<file path="src/rtl/cond_unit_if.sv">
// Bundle between the multicycle control FSM and the conditional-execution stage:
// raw enables and flag sources in, committed strobes and architectural flags out.
interface cond_unit_if;
  logic [3:0] Cond;
  logic [3:0] ALUFlags;
  logic [1:0] FlagW;
  logic [3:0] FPUFlags;
  logic       FPUFlagW;
  logic       NextPC;
  logic       Branch;
  logic       RegW;
  logic       MemW;
  logic       FPUW;
  logic       PCWrite;
  logic       RegWrite;
  logic       MemWrite;
  logic       FPUWrite;
  logic [3:0] Flags;
  logic [3:0] FFlags;

  modport master (
    output Cond, ALUFlags, FlagW, FPUFlags, FPUFlagW, NextPC, Branch, RegW, MemW, FPUW,
    input  PCWrite, RegWrite, MemWrite, FPUWrite, Flags, FFlags
  );

  modport slave (
    input  Cond, ALUFlags, FlagW, FPUFlags, FPUFlagW, NextPC, Branch, RegW, MemW, FPUW,
    output PCWrite, RegWrite, MemWrite, FPUWrite, Flags, FFlags
  );
endinterface

</file>
<file path="src/rtl/cond_unit.sv">
// Conditional-execution stage: holds NZCV and FPU flags, evaluates Cond, and gates the
// FSM's raw enables into committed write strobes using the condition from the previous cycle.
module cond_unit #(
  parameter logic [3:0] FLAGS_RST   = 4'b0000,
  parameter bit         NV_IS_FALSE = 1'b1
) (
  input logic        clk,
  input logic        reset,
  cond_unit_if.slave bus
);

  logic [3:0] flags;
  logic [3:0] fflags;
  logic       cond_ex;
  logic       cond_ex_r;
  logic       cond_load;
  logic       n, z, c, v;

  assign {n, z, c, v} = flags;

  always_comb begin
    cond_ex = 1'b0;
    case (bus.Cond)
      4'b0000: cond_ex = z;
      4'b0001: cond_ex = ~z;
      4'b0010: cond_ex = c;
      4'b0011: cond_ex = ~c;
      4'b0100: cond_ex = n;
      4'b0101: cond_ex = ~n;
      4'b0110: cond_ex = v;
      4'b0111: cond_ex = ~v;
      4'b1000: cond_ex = c & ~z;
      4'b1001: cond_ex = ~c | z;
      4'b1010: cond_ex = (n == v);
      4'b1011: cond_ex = (n != v);
      4'b1100: cond_ex = ~z & (n == v);
      4'b1101: cond_ex = z | (n != v);
      4'b1110: cond_ex = 1'b1;
      default: cond_ex = ~NV_IS_FALSE;
    endcase
  end

  // A lone RegW (second writeback of a long multiply) keeps the captured condition,
  // so flags written by the first writeback cannot change the outcome of the second.
  assign cond_load = (|bus.FlagW) | bus.FPUFlagW | bus.Branch | bus.MemW | ~bus.RegW;

  always_ff @(posedge clk or posedge reset) begin
    if (reset) begin
      flags     <= FLAGS_RST;
      fflags    <= FLAGS_RST;
      cond_ex_r <= 1'b0;
    end else begin
      if (bus.FlagW[1] & cond_ex) flags[3:2] <= bus.ALUFlags[3:2];
      if (bus.FlagW[0] & cond_ex) flags[1:0] <= bus.ALUFlags[1:0];
      if (bus.FPUFlagW & cond_ex) fflags     <= bus.FPUFlags;
      if (cond_load)              cond_ex_r  <= cond_ex;
    end
  end

  // Strobes are forced low during reset so a raw NextPC cannot leak through.
  assign bus.PCWrite  = ~reset & (bus.NextPC | (bus.Branch & cond_ex_r));
  assign bus.RegWrite = ~reset & bus.RegW & cond_ex_r;
  assign bus.MemWrite = ~reset & bus.MemW & cond_ex_r;
  assign bus.FPUWrite = ~reset & bus.FPUW & cond_ex_r;
  assign bus.Flags    = flags;
  assign bus.FFlags   = fflags;

endmodule

</file>
<file path="src/flat_wrapper.sv">
// flat-port wrapper written by rule: the top's interface ports become plain ports
module cond_unit_flat 
#(
  parameter logic [3:0] FLAGS_RST   = 4'b0000,
  parameter bit         NV_IS_FALSE = 1'b1
)
  (clk, reset, bus_Cond, bus_ALUFlags, bus_FlagW, bus_FPUFlags, bus_FPUFlagW, bus_NextPC, bus_Branch, bus_RegW, bus_MemW, bus_FPUW, bus_PCWrite, bus_RegWrite, bus_MemWrite, bus_FPUWrite, bus_Flags, bus_FFlags);
  cond_unit_if bus_i ();
  input logic clk;
  input logic reset;
  input wire logic [$bits(bus_i.Cond)-1:0] bus_Cond;
  input wire logic [$bits(bus_i.ALUFlags)-1:0] bus_ALUFlags;
  input wire logic [$bits(bus_i.FlagW)-1:0] bus_FlagW;
  input wire logic [$bits(bus_i.FPUFlags)-1:0] bus_FPUFlags;
  input wire logic [$bits(bus_i.FPUFlagW)-1:0] bus_FPUFlagW;
  input wire logic [$bits(bus_i.NextPC)-1:0] bus_NextPC;
  input wire logic [$bits(bus_i.Branch)-1:0] bus_Branch;
  input wire logic [$bits(bus_i.RegW)-1:0] bus_RegW;
  input wire logic [$bits(bus_i.MemW)-1:0] bus_MemW;
  input wire logic [$bits(bus_i.FPUW)-1:0] bus_FPUW;
  output wire logic [$bits(bus_i.PCWrite)-1:0] bus_PCWrite;
  output wire logic [$bits(bus_i.RegWrite)-1:0] bus_RegWrite;
  output wire logic [$bits(bus_i.MemWrite)-1:0] bus_MemWrite;
  output wire logic [$bits(bus_i.FPUWrite)-1:0] bus_FPUWrite;
  output wire logic [$bits(bus_i.Flags)-1:0] bus_Flags;
  output wire logic [$bits(bus_i.FFlags)-1:0] bus_FFlags;
  assign bus_i.Cond = bus_Cond;
  assign bus_i.ALUFlags = bus_ALUFlags;
  assign bus_i.FlagW = bus_FlagW;
  assign bus_i.FPUFlags = bus_FPUFlags;
  assign bus_i.FPUFlagW = bus_FPUFlagW;
  assign bus_i.NextPC = bus_NextPC;
  assign bus_i.Branch = bus_Branch;
  assign bus_i.RegW = bus_RegW;
  assign bus_i.MemW = bus_MemW;
  assign bus_i.FPUW = bus_FPUW;
  assign bus_PCWrite = bus_i.PCWrite;
  assign bus_RegWrite = bus_i.RegWrite;
  assign bus_MemWrite = bus_i.MemWrite;
  assign bus_FPUWrite = bus_i.FPUWrite;
  assign bus_Flags = bus_i.Flags;
  assign bus_FFlags = bus_i.FFlags;
  cond_unit #(.FLAGS_RST(FLAGS_RST), .NV_IS_FALSE(NV_IS_FALSE)) u_core (.clk(clk), .reset(reset), .bus(bus_i));
endmodule
</file>
<file path="config.mk">
export PLATFORM = sky130hd
export DESIGN_NAME = cond_unit_flat
export DESIGN_NICKNAME = d
export VERILOG_FILES = /design/src/rtl/cond_unit_if.sv /design/src/rtl/cond_unit.sv /design/src/flat_wrapper.sv
export SDC_FILE = /design/constraint.sdc
export NUM_CORES = 1
export LEC_CHECK = 0
export BUFFER_PORTS_ARGS = -buffer_cell sky130_fd_sc_hd__buf_4
export CORE_UTILIZATION = 35
export DETAILED_ROUTE_END_ITERATION = 16
export GPL_TIMING_DRIVEN = 0
export PLACE_DENSITY = 0.68
export SLEW_MARGIN = 25
export SYNTH_ARGS = -nofsm -noshare
export SYNTH_HDL_FRONTEND = slang
export SYNTH_SLANG_ARGS = --single-unit
</file>
<file path="constraint.sdc">
create_clock -name clk -period 4.3 [get_ports clk]
set_input_delay 1.075 -clock clk [delete_from_list [all_inputs] [get_ports clk]]
set_output_delay 1.075 -clock clk [all_outputs]
set_load 0.02 [all_outputs]
</file>
==> impl_metrics.tcl <==
set metrics [dict create \
    status "complete, but fails checks" \
    violations "design-rule violations" \
    num_rows 14 \
    grt_pass1_wl_mm 2.26 \
    grt.total_usage_pct 16.2 \
    syn2layout_area_growth_pct 45.6 \
    drv_cap 0 \
    required_ns 3.22 \
    grt_start_max_net_pins 11 \
    start_util_pct 38.8 \
    fp.coreArea_um2 1580 \
    power_density_nw_per_um2 563 \
    worstRegToRegCells 5 \
    synth_seq_cells 9 \
    ys_seq_area_share_pct 36.8 \
    drt_wl_total_mm 1.42 \
    holdPathEnd "u_core.bus.FFlags[0]" \
    clock_sinks 9 \
    cts_root_buffer "clkbuf_4" \
    fin_util_pct 56.5 \
    synth_cell_type_count 30 \
    endpoint_kind "output pin" \
    crit_top_cell "buf_4" \
    insertion_delay_ns 0.25 \
    synth_edf_count 0 \
    synth_nets 79 \
    die_area_um2 1920 \
    rrSetupSlack_ns 2.31 \
    min_from "u_core.bus.FFlags[0]" \
    yosysTopAreaCell "dfrtp_1" \
    hold_path_class "flop to flop" \
    post-synth-top-count-cell "dfrtp_1" \
    drt_iter0_drc 14 \
    finalHoldViolations 0 \
    crit_arrival_ns 1.67 \
    ir_drop_v 0.000354 \
    cts_tree "done" \
    p_leak_nw 0.413 \
    max_slew_margin_pct 73.0 \
    critPathKind "primary input to output pin" \
    async_flop_share_pct 100 \
    cts_setup_buffers 0 \
    reg2reg_to "u_core.bus.Flags[1]" \
    worst_slew_pin_slew_ns 0.402 \
    multi_input_area_um2 359 \
    remaining_drc_errors 3 \
    syn_area_per_cell_um2 10.7 \
    finalSetupViolCount 0 \
    antenna_found_initial 0 \
    fp.dieW_um 43.8 \
    p_total_mw 0.502 \
    antennaDiodeCount 0 \
    grt_pass1_vias 559 \
    pin_count 34 \
    vias 593 \
    postCtsHoldBufs 0 \
    yosysWarnings 0 \
    cp_max_fo 3 \
    yosys-top-cells-count "dfrtp_1 (9), and2_1 (4), mux2_1 (4), mux2_2 (4)" \
    post-dp-hpwl_mm 1.21 \
    ctsResizeCount 0 \
    place.gp.congestion 0.776 \
    cpMaxStageDelayCell "nor2b_1" \
    first_pass_iters 10 \
    regArea_um2 225 \
    nFillCells 135 \
    setup-tns-final_ns 0 \
    min_path_cells 1 \
    startpoint_type "primary input" \
    reg2reg_from "u_core.bus.Flags[3]" \
    synth.area.top_cells "dfrtp_1 (37%), mux2_1 (7.4%), mux2_2 (7.4%)" \
    ant_nets 0 \
    period_needed_ns 2.74 \
    fin_crit_sh_pct 63.7 \
    die_h_um 43.8 \
    wl_per_cell_um 13.2 \
    synth.top_cell.area_share_pct 36.8 \
    netlist_instances 57 \
    syn_area_um2 612 \
    slowest_delay_ns 0.18 \
    rsz0062_at_grt "false" \
    nets 115 \
    synthFlopType "dfrtp_1" \
    clock_path_buffers 2 \
    maxSlewViolCount 0 \
    gr-total-overflow 0 \
    cts_made_buffers 3 \
    io_buffers 31 \
    crit_chain "buf_4 -> nor2b_1 -> and2_1 -> buf_4" \
    clk_pin_slew_ns 0.06 \
    via_per_inst 5.49 \
    h-tree-depth 1 \
    layout-drive-gt1-share_pct 46.7 \
    fin_skew_ns 0.00595 \
    fmax_mhz 365 \
]
## cells by family after synthesis
family | Yosys count | share of synthesized area (%)
flip-flops | 9 | 36.8
AO/OA/AOI/OAI | 11 | 18.0
XOR/XNOR | 2 | 2.86
buffers and inverters | 5 | 4.50
multiplexers | 10 | 18.0
AND/OR/NAND/NOR | 20 | 19.8
## layout make-up
type | count | share of cell area (%)
Timing Repair Buffer | 31 | 26.1
Buffer | 2 | 1.83
Multi-Input combinational cell | 43 | 40.3
Tap cell | 16 | 2.25
Sequential cell | 9 | 25.3
Inverter | 3 | 1.26
Clock buffer | 4 | 2.95
## state kept, by name (all words and copies together) (netlist names)
| name | count |
|---|---|
| u_core.cond_ex_r | 1 |
| u_core.bus.Flags | 4 |
| u_core.bus.FFlags | 4 |
## worst max-delay path, delay by kind of cell
kind                   cells  cell delay [ns]
AND/OR/NAND/NOR            2             0.34
buffers and inverters      2             0.25
## metrics by stage
| step | hold WS (ns) | setup slack (ns) | cells | cell area, um^2 |
|---|---|---|---|---|
| 2_1_floorplan | 0.483 | 1.78 | 57 | 612 |
| 3_3_place_gp | 0.478 | 1.59 | 104 | 865 |
| 3_5_place_dp | 0.487 | 1.54 | 104 | 865 |
| 4_1_cts | 0.500 | 1.54 | 108 | 891 |
| 5_1_grt | 0.517 | 1.53 | 108 | 891 |
| 6_report | 0.496 | 1.56 | 108 | 891 |
## report_power, final
| group | total (mW) | switching (mW) | internal [mW] |
|---|---|---|---|
| logic | 0.268 | 0.131 | 0.137 |
| clock network | 0.0613 | 0.0258 | 0.0355 |
| registers | 0.173 | 0.0451 | 0.127 |
## worst max-delay path by stage
| stage | slack, ns | endpoint | depth (start not counted) | startpoint |
|---|---|---|---|---|
| floorplan | 1.78 | u_core.bus.FFlags[0] | 6 | bus_Cond[0] |
| global placement | 1.59 | bus_RegWrite | 4 | reset |
| detailed placement | 1.54 | bus_FPUWrite | 4 | reset |
| CTS | 1.54 | bus_FPUWrite | 4 | reset |
| global route | 1.53 | bus_FPUWrite | 4 | reset |
| finish | 1.56 | bus_FPUWrite | 4 | reset |
## layer usage
metal,vias up,part of all wire (%),global-route usage (%)
li1,290,-,-
met1,274,37,17.6
met2,27,53,29.3
met3,2,9.1,5.00
met4,0,0.63,5.63
met5,-,0,0
## cell usage in the layout (no fill, tap or decap), types with 2 or more instances in the layout
master,count
mux2_2,4
mux2_1,4
nor2_1,2
and2_1,4
inv_1,3
nand3_1,3
a31oi_1,2
o31ai_1,2
buf_4,31
dfrtp_1,9
clkbuf_4,3
mux2i_1,2
nand4_1,3
(Power assumes the default switching activity.)
